==> src/rtl/uart_cmd_sequencer.sv <==
// uart_cmd_sequencer: drains the UART RX FIFO, frames 4-byte packets
// (SYNC, CMD, ARG, CHK), applies valid commands to motor registers.
//
// Ports:
//   clk, reset_n             clock, async active-low reset
//   read / readdata / rdempty  FIFO read side (non show-ahead)
//   cmd_valid, cmd_code, cmd_arg  accepted-command pulse and payload
//   motor_en, motor_dir, motor_speed  motor setpoints
//   err_pulse, err_count     rejected packet / timeout pulse and count
module uart_cmd_sequencer #(
  parameter logic [7:0] SYNC_BYTE      = 8'hAA,
  parameter int         TIMEOUT_CYCLES = 2500000,
  parameter int         TO_W           = 22
) (
  input  logic       clk,
  input  logic       reset_n,
  output logic       read,
  input  logic [7:0] readdata,
  input  logic       rdempty,
  output logic       cmd_valid,
  output logic [7:0] cmd_code,
  output logic [7:0] cmd_arg,
  output logic       motor_en,
  output logic       motor_dir,
  output logic [7:0] motor_speed,
  output logic       err_pulse,
  output logic [7:0] err_count
);

  typedef enum logic [1:0] {
    HUNT,
    CMD,
    ARG,
    CHK
  } state_t;

  // Expiry is taken on the edge where the idle count would reach
  // TIMEOUT_CYCLES, so a byte arriving on that same edge still wins.
  localparam logic [TO_W-1:0] TO_LAST = TO_W'(TIMEOUT_CYCLES - 1);

  state_t          state;
  logic            cap;
  logic [7:0]      cmd_q;
  logic [7:0]      arg_q;
  logic [TO_W-1:0] to_cnt;

  logic       op_start;
  logic       op_stop;
  logic       op_fwd;
  logic       op_rev;
  logic       op_speed;
  logic       op_known;
  logic       chk_ok;
  logic [7:0] err_next;

  always_comb begin
    op_start = (cmd_q == 8'h01);
    op_stop  = (cmd_q == 8'h02);
    op_fwd   = (cmd_q == 8'h03);
    op_rev   = (cmd_q == 8'h04);
    op_speed = (cmd_q == 8'h05);
    op_known = op_start | op_stop | op_fwd | op_rev | op_speed;
    chk_ok   = (readdata == (SYNC_BYTE ^ cmd_q ^ arg_q));
    err_next = (err_count == 8'hFF) ? err_count : err_count + 8'd1;
  end

  always_ff @(posedge clk or negedge reset_n) begin
    if (!reset_n) begin
      state       <= HUNT;
      read        <= 1'b0;
      cap         <= 1'b0;
      cmd_q       <= '0;
      arg_q       <= '0;
      to_cnt      <= '0;
      cmd_valid   <= 1'b0;
      cmd_code    <= '0;
      cmd_arg     <= '0;
      motor_en    <= 1'b0;
      motor_dir   <= 1'b0;
      motor_speed <= '0;
      err_pulse   <= 1'b0;
      err_count   <= '0;
    end else begin
      // One read in flight at most; readdata is valid while cap is high.
      read      <= !rdempty && !read;
      cap       <= read;
      cmd_valid <= 1'b0;
      err_pulse <= 1'b0;
      if (cap) begin
        to_cnt <= '0;
        case (state)
          HUNT: begin
            if (readdata == SYNC_BYTE) state <= CMD;
          end
          CMD: begin
            cmd_q <= readdata;
            state <= ARG;
          end
          ARG: begin
            arg_q <= readdata;
            state <= CHK;
          end
          CHK: begin
            state <= HUNT;
            if (chk_ok && op_known) begin
              cmd_valid <= 1'b1;
              cmd_code  <= cmd_q;
              cmd_arg   <= arg_q;
              unique case (1'b1)
                op_start: motor_en    <= 1'b1;
                op_stop:  motor_en    <= 1'b0;
                op_fwd:   motor_dir   <= 1'b0;
                op_rev:   motor_dir   <= 1'b1;
                op_speed: motor_speed <= arg_q;
                default: ;
              endcase
            end else begin
              err_pulse <= 1'b1;
              err_count <= err_next;
            end
          end
        endcase
      end else if (state != HUNT) begin
        if (to_cnt == TO_LAST) begin
          state     <= HUNT;
          to_cnt    <= '0;
          err_pulse <= 1'b1;
          err_count <= err_next;
        end else begin
          to_cnt <= to_cnt + 1'b1;
        end
      end else begin
        to_cnt <= '0;
      end
    end
  end

endmodule
==> config.mk <==
export PLATFORM = sky130hd
export DESIGN_NAME = uart_cmd_sequencer
export DESIGN_NICKNAME = d
export VERILOG_FILES = /design/src/rtl/uart_cmd_sequencer.sv
export SDC_FILE = /design/constraint.sdc
export NUM_CORES = 1
export LEC_CHECK = 0
export CAP_MARGIN = 20
export CORE_UTILIZATION = 50
export CTS_BUF_LIST = sky130_fd_sc_hd__clkbuf_8 sky130_fd_sc_hd__clkbuf_16
export CTS_CLUSTER_SIZE = 16
export DETAILED_ROUTE_END_ITERATION = 10
export PLACE_DENSITY = 0.82
export SYNTH_ARGS = -nofsm -noshare
export SYNTH_HDL_FRONTEND = slang
export SYNTH_SLANG_ARGS = --single-unit
==> constraint.sdc <==
create_clock -name clk -period 7.71 [get_ports clk]
set_clock_uncertainty 0.2 [all_clocks]
set_input_delay 1.1565 -clock clk [delete_from_list [all_inputs] [get_ports clk]]
set_output_delay 1.1565 -clock clk [all_outputs]
set_load 0.1 [all_outputs]
After elaboration in Yosys (flattened, before gate mapping)
Cells that the tools add are included.

Input port bits: 11. Output and inout bits: 37. Register bits: 78. Word-level logic and storage cells: 79.

Add/sub/neg operators: 2. Bitwise gates (word level): 6. Equal/unequal tests: 15. Multiplexer cells: 24. Reductions and logical operators: 18.

Operators by type and width (count): 2-to-1 mux 22 bit (3); 2-to-1 mux 8 bit (6); adder 22 x 1 -> 22 bit (second input constant) (1); == test 22 bit (second input constant) (1); == test 8 x 2 -> 1 bit (second input constant) (2); == test 8 x 3 -> 1 bit (second input constant) (2); == test 8 bit (second input constant) (2); AND reduction 4 bit (4); nonzero test 2 bit (5); adder 8 x 1 -> 8 bit (second input constant) (1); == test 8 x 1 -> 1 bit (second input constant) (1); == test 8 bit (1); 2-to-1 mux 1 bit (8); 2-to-1 mux 2 bit (4); one-hot mux 2 bit (4 select lines) (1); bitwise XOR 8 bit (1); AND reduction 3 bit (2); == test 2 bit (second input constant) (2); NOT 4 bit (1); OR 1 bit (4); one-hot mux 1 bit (2 select lines) (2); AND reduction 2 bit (2); != test 3 bit (second input constant) (1); == test 2 x 1 -> 1 bit (second input constant) (1); other kinds (5) (7).

Depth between registers and ports, before layout
Gate-level depths: netlist of the first run.

Depth in word-level cells: 9. Depth in mapped cells: 9. Mapped depth without buffers: 7.

Least setup slack after synthesis of the first run
No wires, ideal clock.

Kind: input to register. From: in readdata[2]. To: reg motor_speed[0]. Path slack: 4.380 ns. Setup time: 0.125 ns. Arrival time: 3.005 ns. Stages: 8. Data required time: 7.385 ns. Path through: xor3_1 > nor4_2 > nand4_1 > or2_1 > clkbuf_1 > or4b_1 > buf_6 > mux2_4.

Word-level cells in the longest chain between the ends: 3.

Ends and longest elaborated chain: start, declared (line 18) `input logic [7:0] readdata,`; == test 8 bit (line 63) `chk_ok = (readdata == (SYNC_BYTE ^ cmd_q ^ arg_q));`; logical AND 1 bit (line 105) `if (chk_ok && op_known) begin`; AND reduction 4 bit (no line); end signal, assigned (line 114) `op_speed: motor_speed <= arg_q;`; end, declared (line 25) `output logic [7:0] motor_speed,`.

No other way between the ends. A chain may end at the register's enable or synchronous reset.

Worst setup path in the final report of the first run
From: in readdata[3]. To: reg motor_speed[6].

Same word-level chain as after synthesis.

==> results of run 1 <==
[cell families (layout without fill, tap and decap cells)]
group           after synthesis  in the layout  share of synthesized area
flops                        78             78                      0.552
mux                          34             34                      0.117
fa+ha+maj                     6              6                     0.0212
xor+xnor                     27             27                     0.0914
buf+inv                      19             71                     0.0227
simple gates                 94             94                      0.140
compound gates               30             30                     0.0552
[worst register-to-register path: stages (launching register included)]
cell     delay [ns]
dfrtp_1        0.47
xor3_1         0.46
nor4_2         0.31
nand4_1        0.11
or2_1          0.54
or4b_1         0.86
mux2_4         0.40
[layer usage]
metal | routed length [µm] | vias to the layer above | track usage
met4 | 150 | 0 | 0.0864
met5 | 0 | - | 0
met2 | 3130 | 51 | 0.304
li1 | - | 1101 | -
met1 | 2900 | 1136 | 0.246
met3 | 253 | 17 | 0.0549
[synthesized netlist by cell type]
cell	instances
dfrtp_1	78
mux2_2	26
nor2_1	26
nand2_1	15
xor2_1	11
nand3_1	10
xnor2_1	10
and3_1	9
inv_1	9
mux2_4	8
a21oi_1	7
o21ai_0	7
and2_1	6
clkbuf_1	6
ha_1	6
nor3_1	6
a31oi_1	4
nand4_1	4
nor4_1	4
or3_1	4
a41oi_1	3
xnor3_1	3
xor3_1	3
a21o_1	2
buf_1	2
nand3b_1	2
nand4b_1	2
nor4bb_1	2
a211o_1	1
a21boi_0	1
a2bb2oi_1	1
a32o_1	1
buf_2	1
buf_6	1
nand4bb_1	1
nor4_2	1
o211ai_1	1
o21a_1	1
o22a_1	1
or2_1	1
or4b_1	1
[cell type report]
cell class,instances,area (µm²),share of cell area
Multi-Input combinational cell,191,1500,0.353
Clock inverter,4,22.5,0.00530
Clock buffer,11,151,0.0356
Sequential cell,78,1950,0.459
Inverter,9,33.8,0.00795
Tap cell,96,120,0.0283
Timing Repair Buffer,47,468,0.110
[final timing paths]
path,from,end,slack (ns),cells past startpoint
worst min register to register,read$_DFF_PN0_,cap$_DFF_PN0_,0.23,0
max in group asynchronous,reset_n,err_pulse$_DFF_PN0_,5.93,1
worst min-delay path,read$_DFF_PN0_,cap$_DFF_PN0_,0.23,0
min in group asynchronous,reset_n,cmd_valid$_DFF_PN0_,0.76,1
worst max-delay path,readdata[3],motor_speed[6]$_DFFE_PN0P_,3.59,7
worst max register to register,cmd_q[2]$_DFFE_PN0P_,motor_speed[6]$_DFFE_PN0P_,4.25,6
[per-stage QoR]
stage,hold WS (ns),utilization,power [mW]
2_1_floorplan,0.255,-,0.789
5_1_grt,0.257,0.625,1.19
3_3_place_gp,0.212,0.600,0.854
4_1_cts,0.239,0.625,1.14
3_5_place_dp,0.219,0.600,0.866
6_report,0.230,0.625,1.13
[state kept, by name, summed over array words and instances (netlist names), 2 cells and up]
name	cells
motor_speed	8
arg_q	8
err_count	8
state	2
cmd_q	8
cmd_code	8
cmd_arg	8
to_cnt	22
[power by group through the flow]
stage                     combinational [mW]  sequential (mW)  clock (mW)
after global routing                   0.339            0.556       0.300
after detailed placement               0.314            0.552           0
after CTS                              0.316            0.544       0.283
after global placement                 0.308            0.546           0
final                                  0.313            0.546       0.273
after floorplan                        0.210            0.578           0
==> metrics.md, run 1 <==
| Metric | Value |
|---|---|
| Initial Utilization | `0.520` |
| Hold WC Path Type | `reg -> reg` |
| First-pass GRT wire length | `approximately 11 mm` |
| Worst Path Arrival | `roughly 4.2 ns` |
| DR WL/cell | `14.8 µm` |
| Clk pwr share | `0.241` |
| CORE AREA | `6790 µm²` |
| Pwr dens | `266 nW/µm²` |
| Ranking of synthesized cells by area | `dfrtp_1 (55%), mux2_2 (8.3%), mux2_4 (3.4%)` |
| Sequential fraction of the synthesis area | `0.552` |
| Number of placed cells counting well taps | `421` |
| Leak Pwr | `just under 2 nW` |
| Final hold vios | `0` |
| Worst setup margin | `3.59 ns` |
| Placed cell area | `4080 µm²` |
| Routed vias/inst | `approximately 5.3` |
| Setup bufs post-CTS | `0` |
| Gr usage total | `0.192` |
| Starting DRT DRC Count | `55` |
| DR vias | `2,305` |
| H-tree levels | `3` |
| Rows | `30` |
| Syn_area_per_cell | `roughly 12 µm²` |
| Actual slew at the worst max-slew pin | `0.974 ns` |
| CP max FO | `23` |
| DP Worst Slack | `about 3.2 ns` |
| Synth cell types | `41` |
| Clk sink count | `78` |
| TNS Setup | `0 ns` |
| Most frequent cells in the layout | `dfrtp_1 (78), clkdlybuf4s50_1 (46), nor2_1 (26), mux2_2 (26), nand2_1 (15)` |
| Number of remaining DRC errors | `0` |
| Post-Synthesis Cell Area | `between 3000 and 4000 µm²` |
| Largest net degree at the start of global routing | `79` |
| Critical path required time | `7.75 ns` |
| Synthesis-to-finish area growth | `20.3%` |
| CTS tree | `done` |
| Worst skew pair latency | `0.35 ns` |
| Commonest non-fill, non-tap cell in the layout | `dfrtp_1` |
| Share of the clock period used by the worst path | `0.535` |
| Final setup violating endpoints | `0` |
| Slew margin rel. | `0.348` |
| Critical Path End Type | `flip-flop` |
| DP HPWL | `roughly 4.4 mm` |
| Area share of the largest cell type after synthesis | `0.552` |
| Post-CTS sizing | `0` |
| Slowest-stage cell, CP | `or4b_1` |
| Design Area, Final | `around 4200 µm²` |
| Leading area contributor after synthesis | `dfrtp_1` |
| DRT Wirelength | `around 6.4 mm` |
| Chip width | `about 86 µm` |
| Share of cells above drive strength 1 | `0.150` |
| Status | `complete, no violations` |
| Delay of the slowest critical-path stage | `0.86 ns` |
| Die height | `~86 µm` |
| Synth warn | `0` |
| Buf/Inv on CP | `1` |
| Max VDD drop | `0.000287 V` |
| Combinational Power Share | `0.276` |
| N_diodes | `0` |
| MaxCap Viol Count | `0` |
| Filler cell count | `530` |
| Total die area | `7410 µm²` |
| Setup CP Type | `in -> reg` |
| Hold_buf cts | `0` |
| Reg power frac | `0.482` |
| Syn_nets | `305` |
| Sw power | `373 µW` |
| I/O Pins | `48` |
| Internal Dissipation | `759 µW` |
| CTS buffer count | `9` |
| Input/output buffers | `47` |
| Post-Layout Cell Count | `about 440` |
| Root Buffer | `clkbuf_8` |
| #FFs+latches synth | `between 70 and 80` |
| Drt pass-1 iters | `4` |
| CTS max path bufs | `2` |
| Nets@finish | `353` |
| Synth Instances | `288` |
| Initial antenna violation count | `0` |
| Detail Route Antenna Nets | `0` |
| Crit start category | `input pin` |
| CTS clk-pin slew, worst paths | `0.08 ns` |
| Slew Limit Fails | `0` |
| Top delay family on crit path | `simple AND/OR/NAND/NOR gates` |
| RSZ-0062 raised after global routing | `false` |
| Routability cong. | `between 0.8 and 0.9` |
| Vias in the first global route | `2,280` |
| Switching part of the total | `0.329` |
| Crit path cell chain | `clkdlybuf4s50_1, xnor3_1, nor4_2, nand4_1, or2_1, or4b_1, mux2_4` |
| Fmax | `243 MHz` |
| Min Tclk post-route | `4.12 ns` |
| GR Overflow Total | `0` |
No activity file was read; power rests on OpenSTA's default activity.
==> inputs of run 2 (changes only) <==
clock period = 4.1 ns   (was 7.71 ns; I/O delays follow)
==> metrics.md, run 2 (synthesis results as in run 1) <==
| Metric | Value |
|---|---|
| Status | `complete, no violations (unchanged)` |
| Final setup violating endpoints | `0 (unchanged)` |
| Number of remaining DRC errors | `0 (unchanged)` |
| Routed vias/inst | `5.17 (was 5.29)` |
| DP Worst Slack | `0.574 ns (was 3.21 ns)` |
| Slew margin rel. | `0.332 (was 0.348)` |
| Register name with the most flops | `to_cnt (unchanged)` |
| I/O Pins | `48 (unchanged)` |
| Vias in the first global route | `2,290 (was 2,280)` |
| DR WL/cell | `14.4 µm (was 14.8 µm)` |
| TNS Setup | `0 ns (unchanged)` |
| Pwr dens | `525 nW/µm² (was 266 nW/µm²)` |
| CORE AREA | `6790 µm² (unchanged)` |
| Actual slew at the worst max-slew pin | `0.999 ns (was 0.974 ns)` |
| Final hold vios | `0 (unchanged)` |
| CP max FO | `8 (was 23)` |
| Gr usage total | `0.184 (was 0.192)` |
| Util after Layout | `0.635 (was 0.625)` |
| Nets@finish | `354 (was 353)` |
| N_diodes | `0 (unchanged)` |
| Reg-to-reg startpoint | `cmd_q[2]$_DFFE_PN0P_ (unchanged)` |
| DRT Wirelength | `6.29 mm (was 6.43 mm)` |
| Die height | `86.1 µm (unchanged)` |
| Worst setup margin | `0.960 ns (was 3.59 ns)` |
| Crit start category | `input pin (unchanged)` |
| CTS clk-pin slew, worst paths | `0.09 ns (was 0.08 ns)` |
| Chip width | `86.1 µm (unchanged)` |
| Input/output buffers | `47 (unchanged)` |
| Total die area | `7410 µm² (unchanged)` |
| Highest routing layer actually used | `met4 (unchanged)` |
| Min Tclk post-route | `3.14 ns` |
| Max VDD drop | `0.000341 V (was 0.000287 V)` |
| MaxCap Viol Count | `0 (unchanged)` |
| GR Overflow Total | `0 (unchanged)` |
| Reg2Reg Capture Point | `motor_speed[0]$_DFFE_PN0P_ (was motor_speed[6]$_DFFE_PN0P_)` |
| Worst-case reg-to-reg path depth | `6 (unchanged)` |
| Worst Path Arrival | `3.16 ns (was 4.16 ns)` |
| Share of the clock period used by the worst path | `0.766` |
| DRT met1 WL | `3.02 mm (was 2.90 mm)` |
| DP HPWL | `4.27 mm (was 4.37 mm)` |
| CTS buffer count | `9 (unchanged)` |
| Routability cong. | `0.798 (was 0.810)` |
| Root Buffer | `clkbuf_8 (unchanged)` |
| Design Area, Final | `4310 µm² (was 4250 µm²)` |
| Initial antenna violation count | `0 (unchanged)` |
| Synthesis-to-finish area growth | `22.1% (was 20.3%)` |
| RSZ-0062 raised after global routing | `false (unchanged)` |
| CTS tree | `done (unchanged)` |
| Drt pass-1 iters | `4 (unchanged)` |
| CTS max path bufs | `2 (unchanged)` |
| Hold Worst Slack | `0.202 ns (was 0.230 ns)` |
| Post-Layout Cell Count | `438 (was 436)` |
| Commonest non-fill, non-tap cell in the layout | `dfrtp_1 (unchanged)` |
| R2r setup slk | `1.10 ns (was 4.25 ns)` |
| WL met2 | `2.97 mm (was 3.13 mm)` |
| DR vias | `2,266 (was 2,305)` |
| Critical path required time | `4.12 ns (was 7.75 ns)` |
| Rows | `30 (unchanged)` |
| Met3 WL | `196 µm (was 253 µm)` |
| Placed cell area | `4080 µm² (about the same)` |
| Hold WC Path Type | `in -> async (was reg -> reg)` |
| Post-CTS sizing | `0 (unchanged)` |
| Slew Limit Fails | `0 (unchanged)` |
| Starting DRT DRC Count | `88 (was 55)` |
| Largest net degree at the start of global routing | `79 (unchanged)` |
| Share of cells above drive strength 1 | `0.155 (was 0.150)` |
| First-pass GRT wire length | `10.6 mm (was 10.9 mm)` |
| Detail Route Antenna Nets | `0 (unchanged)` |
| H-tree levels | `3 (unchanged)` |
| Leak Pwr | `1.97 nW (was 1.94 nW)` |
| Fmax | `between 300 and 400 MHz` |
| Number of flip-flops under the largest register name | `22 (unchanged)` |
| Worst skew pair latency | `0.34 ns (was 0.35 ns)` |
| Setup bufs post-CTS | `0 (unchanged)` |
| Hold_buf cts | `0 (unchanged)` |
| Setup CP Type | `in -> reg (unchanged)` |
| Number of placed cells counting well taps | `422 (was 421)` |
| Critical Path End Type | `flip-flop (unchanged)` |
| Final Power | `2.26 mW (was 1.13 mW)` |
| Most frequent cells in the layout | `dfrtp_1 (78), clkdlybuf4s50_1 (46), nor2_1 (26), mux2_2 (26), nand2_1 (15) (unchanged)` |
| Initial Utilization | `0.520 (unchanged)` |
| Clk sink count | `78 (unchanged)` |
==> run 2: changes by cell type in the layout (fill, tap and decap cells not counted) <==
cell	previous run	this run
inv_6	0	1
buf_4	1	2
clkbuf_8	11	10
clkinv_4	0	2
bufinv_16	0	2
clkinv_2	3	0
==> run 2: worst max-delay path: stages <==
cell             delay [ns]
clkdlybuf4s50_1        0.55
xnor3_1                0.25
nor4_2                 0.29
nand4_1                0.10
or2_1                  0.24
or4b_1                 0.73
mux2_4                 0.38
==> run 2: layout make-up <==
cell class                 count  area, µm²
fill                         522       2480
clock buffer                  10        138
clock inverter                 6       93.8
inverter                       9       33.8
tap                           96        120
multi-input combinational    191       1500
sequential                    78       1950
timing repair buffer          48        475
==> run 2: metal layers <==
metal  track usage  up-vias
met2         0.299       45
met1         0.244     1105
met3        0.0443       10
met4        0.0561        0
met5             0        -
li1              -     1106
==> run 2: report_power, final <==
group / leakage (nW) / internal, mW / switching (mW)
Sequential: 1.04 / 0.885 / 0.138
Combinational: 0.813 / 0.296 / 0.297
Clock: 0.113 / 0.364 / 0.285
Total: 1.97 / 1.54 / 0.719
==> run 2: how the worst max path moves through the flow <==
stage | start | end | slack [ns] | cells past startpoint
2_1_floorplan | readdata[2] | motor_speed[0]$_DFFE_PN0P_ | 1.31 | 8
3_3_place_gp | readdata[2] | motor_speed[7]$_DFFE_PN0P_ | 0.65 | 7
3_5_place_dp | readdata[2] | motor_speed[7]$_DFFE_PN0P_ | 0.57 | 7
4_1_cts | readdata[3] | motor_speed[0]$_DFFE_PN0P_ | 0.97 | 7
5_1_grt | readdata[2] | motor_speed[0]$_DFFE_PN0P_ | 0.86 | 7
6_report | readdata[3] | motor_speed[0]$_DFFE_PN0P_ | 0.96 | 7
==> edit 1: new RTL, flow settings as in run 2 <==
Reset style: synchronous (`reset_n`), changed in one clocked block. Comments in the files are not updated.
--- a/src/rtl/uart_cmd_sequencer.sv
+++ b/src/rtl/uart_cmd_sequencer.sv
@@ -64,7 +64,7 @@
     err_next = (err_count == 8'hFF) ? err_count : err_count + 8'd1;
   end
 
-  always_ff @(posedge clk or negedge reset_n) begin
+  always_ff @(posedge clk) begin
     if (!reset_n) begin
       state       <= HUNT;
       read        <= 1'b0;
Function: differs if reset_n is asserted again (counterexample within 4 cycles, from zero or initial values and one cycle with reset_n low); with reset_n held inactive, the same outputs for 10 cycles.
==> edit 1 against run 2 <==
- the run now ends with DRC left
- critical path depth unchanged
- hold slack improved by 0.035 ns
- register-to-register slack is essentially flat
- area after synthesis decreased by 3.3%
- final cell count rose by 13%
- setup slack got worse by 0.096 ns
- design area fell by 5.0%
- utilization down 0.055 points
- wire length rose by 10%
- highest routed layer unchanged
- first-iteration DRC count up 120%
- largest cell class is now multi-input gates
- sequential cell count is the same
- critical endpoint is now motor_dir
- critical path type unchanged
Power is not compared: it rests on default switching activity, and its combinational part moved more than twofold at a synthesized area within 25%.
==> edit 1: results (changes against run 2) <==
* Post-synth top cells: dfxtp_1, nor2_1, nand2_1, a21oi_1, nand3_1
* Aggregate global-route resource usage at 0.2111 (+0.02746)
* Post-Syn Nets at 384 (+26%)
* Post-synthesis sequential area ratio at 0.4570 (-0.09543)
* Outcome: complete, but fails checks
* Post-synthesis adder-cell area fraction at 0.02197 (+0.0007235)
* Ranking of synthesized cells by area: dfxtp_1, nor2_1, mux2i_1
* Cts bufs inserted at 9 (unchanged)
* Syn. warnings at 0 (unchanged)
* CP max FO at 19 (+11)
* Drt total wl at 6933 µm (+10%)
* Slowest cell on crit path: or2_1
* Vias at 2,733 (+21%)
* Worst-path clk slew at 0.07 ns (-0.02 ns)
* Drt via density at 5.544 (+7.2%)
* Initial antenna violation count at 0 (unchanged)
* Cell Area, Placed at 0.003905 mm² (-4.4%)
* Final setup TNS at 0 ns (unchanged)
* Post_cts resized at 0 (unchanged)
* First-pass GRT wire length at 12,030 µm (+14%)
* Worst path max stage delay at 0.55 ns (-0.18 ns)
* Leak at 0.001433 µW
* Top_reg_cell synth: dfxtp_1
* Remaining routing DRC violations at 6 (+6)
* Number of instances in the placed design at 477 (+13%)
* Synth unique cells at 46 (+12%)
* Actual slew at the worst max-slew pin at 0.9766 ns (-0.02289 ns)
* Largest net degree at the start of global routing at 49 (-38%)
* Failing checks: DRC
* Place WS at 0.5090 ns (-0.06472 ns)
* 1st-pass router iterations at 10 (+6)
* Vias in the first global route at 2,592 (+13%)
* Async set-reset flop share out of synthesis at 0 (-1.000)
* Post-synthesis compound-gate area fraction at 0.09118 (+0.03593)
* Initial DRC Count at 193 (+120%)
* Capture point of the critical path: motor_dir
* Nets at 428 (+21%)
* FMAX at 309.0 MHz (-3.0%)
* Mapped Cells at 367 (+27%)
* GP Congestion at 0.8934 (+12%)
* Layout cells sized above 1 at 0.06971 (-0.08526)
* Hold Path Class: reg -> reg
* Post-DP HPWL at 4960 µm (+16%)
* Setup crit start: readdata[5]
* Synth Area in XOR/XNOR at 0.1080 (+0.01666)
* Reg-to-Reg Start: cmd_q[2]
-- edit 1: layout make-up --
class | instances | area, µm²
Timing Repair Buffer | 50 | 493.0
Tap cell | 77 | 96.34
Inverter | 9 | 33.78
Fill cell | 544 | 2361
Clock inverter | 6 | 55.05
Clock buffer | 10 | 137.6
Sequential cell | 78 | 1562
Multi-Input combinational cell | 263 | 1720
-- edit 1: per-layer routing --
metal / vias up / share of wire / GRT usage
met1: 1285 / 0.45 / 0.2598
met5: - / 0 / 0
met3: 18 / 0.033 / 0.03638
met2: 57 / 0.48 / 0.3511
met4: 0 / 0.029 / 0.1186
li1: 1373 / - / -
-- edit 1: logic make-up (layout without fill, tap and decap cells) --
group	count (synthesis)	in the layout
compound gates	52	52
xor+xnor	28	28
fa+ha+maj	6	6
buf+inv	26	75
flops	78	78
mux	17	17
simple gates	160	160
-- edit 1: stage by stage --
step | utilization | hold slack (ns)
2_1_floorplan | - | 0.2298
3_3_place_gp | 0.6046 | 0.2377
3_5_place_dp | 0.6046 | 0.2414
4_1_cts | 0.6344 | 0.2523
5_1_grt | 0.6344 | 0.2818
6_report | 0.6344 | 0.2369
-- edit 1: power by group through the flow --
stage,sequential [µW],clock (µW),combinational [µW]
6_report,763,547,49.8
5_1_grt,763,594,53.3
4_1_cts,763,561,49.9
3_5_place_dp,780,0,49.9
3_3_place_gp,780,0,49.2
2_1_floorplan,786,0,23.3
-- edit 1: worst min path at each step --
stage                 from           to  slack, ns  cells past startpoint
3_5_place_dp          read         read       0.24                      1
6_report              read         read       0.24                      1
5_1_grt        cmd_code[1]  cmd_code[1]       0.28                      2
2_1_floorplan    to_cnt[0]    to_cnt[0]       0.23                      1
3_3_place_gp          read         read       0.24                      1
4_1_cts               read         read       0.25                      1
==> edit 2: new RTL, flow settings as in run 2 <==
Made on the original files. Change the parameter `TO_W` from 22 to 30.
--- a/src/rtl/uart_cmd_sequencer.sv
+++ b/src/rtl/uart_cmd_sequencer.sv
@@ -10,7 +10,7 @@
 module uart_cmd_sequencer #(
   parameter logic [7:0] SYNC_BYTE      = 8'hAA,
   parameter int         TIMEOUT_CYCLES = 2500000,
-  parameter int         TO_W           = 22
+  parameter int         TO_W           = 30
 ) (
   input  logic       clk,
   input  logic       reset_n,
Formal check against the unedited RTL: no difference found for any inputs over 10 cycles, from zero or initial values and one cycle with reset_n low; that may be too few to reach the edited logic, so the function may still have changed.
==> edit 2 against run 2 <==
- the run now ends with hold timing left
- design area is 12% higher
- area after synthesis is 14% higher
- setup slack improved by 0.29 ns
- power up 12%
- wire length rose by 21%
- sequential cell count up 8
- global-route usage is 1.5 points higher
- via count up 17%
==> edit 2: results (changes against run 2) <==
* DR WL/cell at 15.40 µm (+7.3%)
* Max Used Layer: met4
* Filler-free cell count of the finished design at 492 (+12%)
* Aggregate global-route resource usage at 0.1990 (+0.01535)
* Layout cells sized above 1 at 0.1487 (-0.006253)
* Worst VDD drop at 0.0004914 V (+44%)
* Met3 wire len at 317 µm (+62%)
* Async set-reset flop share out of synthesis at 1.000 (unchanged)
* Initial DRC Count at 105 (+19%)
* Leak at 0.002104 µW (+6.9%)
* Post-DP HPWL at 5208 µm (+22%)
* Worst path max stage delay at 0.55 ns (-0.18 ns)
* Post-synth top cells: dfrtp_1, nor2_1, mux2_2, xnor2_1, nand2_1
* Reg-to-reg setup timing slack at 1.28 ns (+0.18 ns)
* Ranking of synthesized cells by area: dfrtp_1, mux2_2, xnor2_1
* Met2 WL at 3738 µm (+26%)
* Hold Vio Cnt, Final at 6 (+6)
* Hold WS at -0.01296 ns (-0.2146 ns)
* Drt via density at 5.396 (+4.3%)
* Nets at 402 (+14%)
* R2R cell count at 6 (unchanged)
* Synth unique cells at 44 (+7.3%)
* Largest net degree at the start of global routing at 87 (+10%)
* Clk_lat worst skew at 0.36 ns (+0.02 ns)
* WL met1 at 3441 µm (+14%)
* Failing checks: hold timing
* Syn. warnings at 0 (unchanged)
* Post-Syn Nets at 351 (+15%)
* First-pass GRT wire length at 12,900 µm (+22%)
* Post-CTS Setup Inserts at 0 (unchanged)
* Vias in the first global route at 2,652 (+16%)
* Capture point of the critical path: motor_speed[5]
* CTS H-tree lvls at 3 (unchanged)
* Worst-path clk slew at 0.09 ns (about the same)
* CTS Root Cell: clkbuf_8
* Number of instances in the placed design at 475 (+13%)
* Cts bufs inserted at 9 (unchanged)
* Reg with most FFs: to_cnt
* CP max FO at 21 (+13)
* Slew margin rel. at 0.3382 (+0.006652)
* Worst R2R End: motor_speed[5]
* Max reg flops at 30 (+36%)
* Post-synthesis sequential area ratio at 0.5362 (-0.01625)
* Post-route ant nets at 0 (unchanged)
* Fillers at 582 (+11%)
* Crit path DAT at 2.89 ns (-0.27 ns)
* Outcome: complete, but fails checks
* Setup crit start: readdata[4]
* GP Congestion at 0.8201 (+2.8%)
* Avg Cell Area, Syn at 12.02 µm² (-2.0%)
* Slowest cell on crit path: clkdlybuf4s50_1
edit 2: cell count changes after synthesis, moves of 4 or more:
cell	delta
a21oi_1	-5
nor2_1	+16
a31oi_1	-4
dfrtp_1	+8
xnor2_1	+16
nor2b_1	+5
nand2_1	+8
nor3_1	+4
edit 2: worst register-to-register path: cells and delay by family, from the launching register on:
family	cells	cell delay [ns]
xor gates and xnor gates	1	0.51
muxes	1	0.35
and+or+nand+nor	4	1.08
DFF	1	0.57
edit 2: cell type report:
cell class	count	area, µm²	area share
Sequential cell	86	2152	0.4463
Multi-Input combinational cell	233	1797	0.3726
Timing Repair Buffer	48	495.5	0.1028
Clock buffer	10	137.6	0.02854
Tap cell	102	127.6	0.02647
Clock inverter	6	86.33	0.01790
Inverter	7	26.28	0.005449
edit 2: logic make-up after synthesis:
kind of cell               Yosys count  share of synthesized area
xor gates and xnor gates            44                     0.1213
AOI/OAI and AO/OA                   14                    0.02993
adders and majority gates            6                    0.01870
buffers and inverters               15                    0.01621
muxes                               35                     0.1057
and+or+nand+nor                    134                     0.1721
DFF                                 86                     0.5362
edit 2: per-layer routing:
metal	GRT usage	vias to the layer above
met4	0.06085	0
met1	0.2674	1321
met3	0.05109	11
met5	0	-
met2	0.3177	73
li1	-	1250
edit 2: worst min path at each step:
stage,from,to,depth (start not counted)
2_1_floorplan,reset_n,arg_q[0],0
4_1_cts,read,cap,0
5_1_grt,reset_n,motor_speed[4],1
3_5_place_dp,read,cap,0
6_report,reset_n,motor_speed[4],1
3_3_place_gp,read,cap,0
edit 2: report_power, final:
group / leakage [µW] / total [µW] / internal, µW / switching, µW
combinational: 0.000853 / 740 / 349 / 391
sequential: 0.00114 / 1140 / 972 / 173
clock: 0.000106 / 656 / 357 / 299
edit 2: metrics by stage:
stage	setup WS [ns]	hold WS, ns	total power (µW)	instance area, µm²
floorplan	1.513	0.1194	1712	4014
global placement	1.014	0.1898	1874	4571
detailed placement	0.9278	0.1934	1901	4571
CTS	1.256	0.2112	2558	4795
global route	1.122	0.009771	2674	4822
finish	1.255	-0.01296	2541	4822
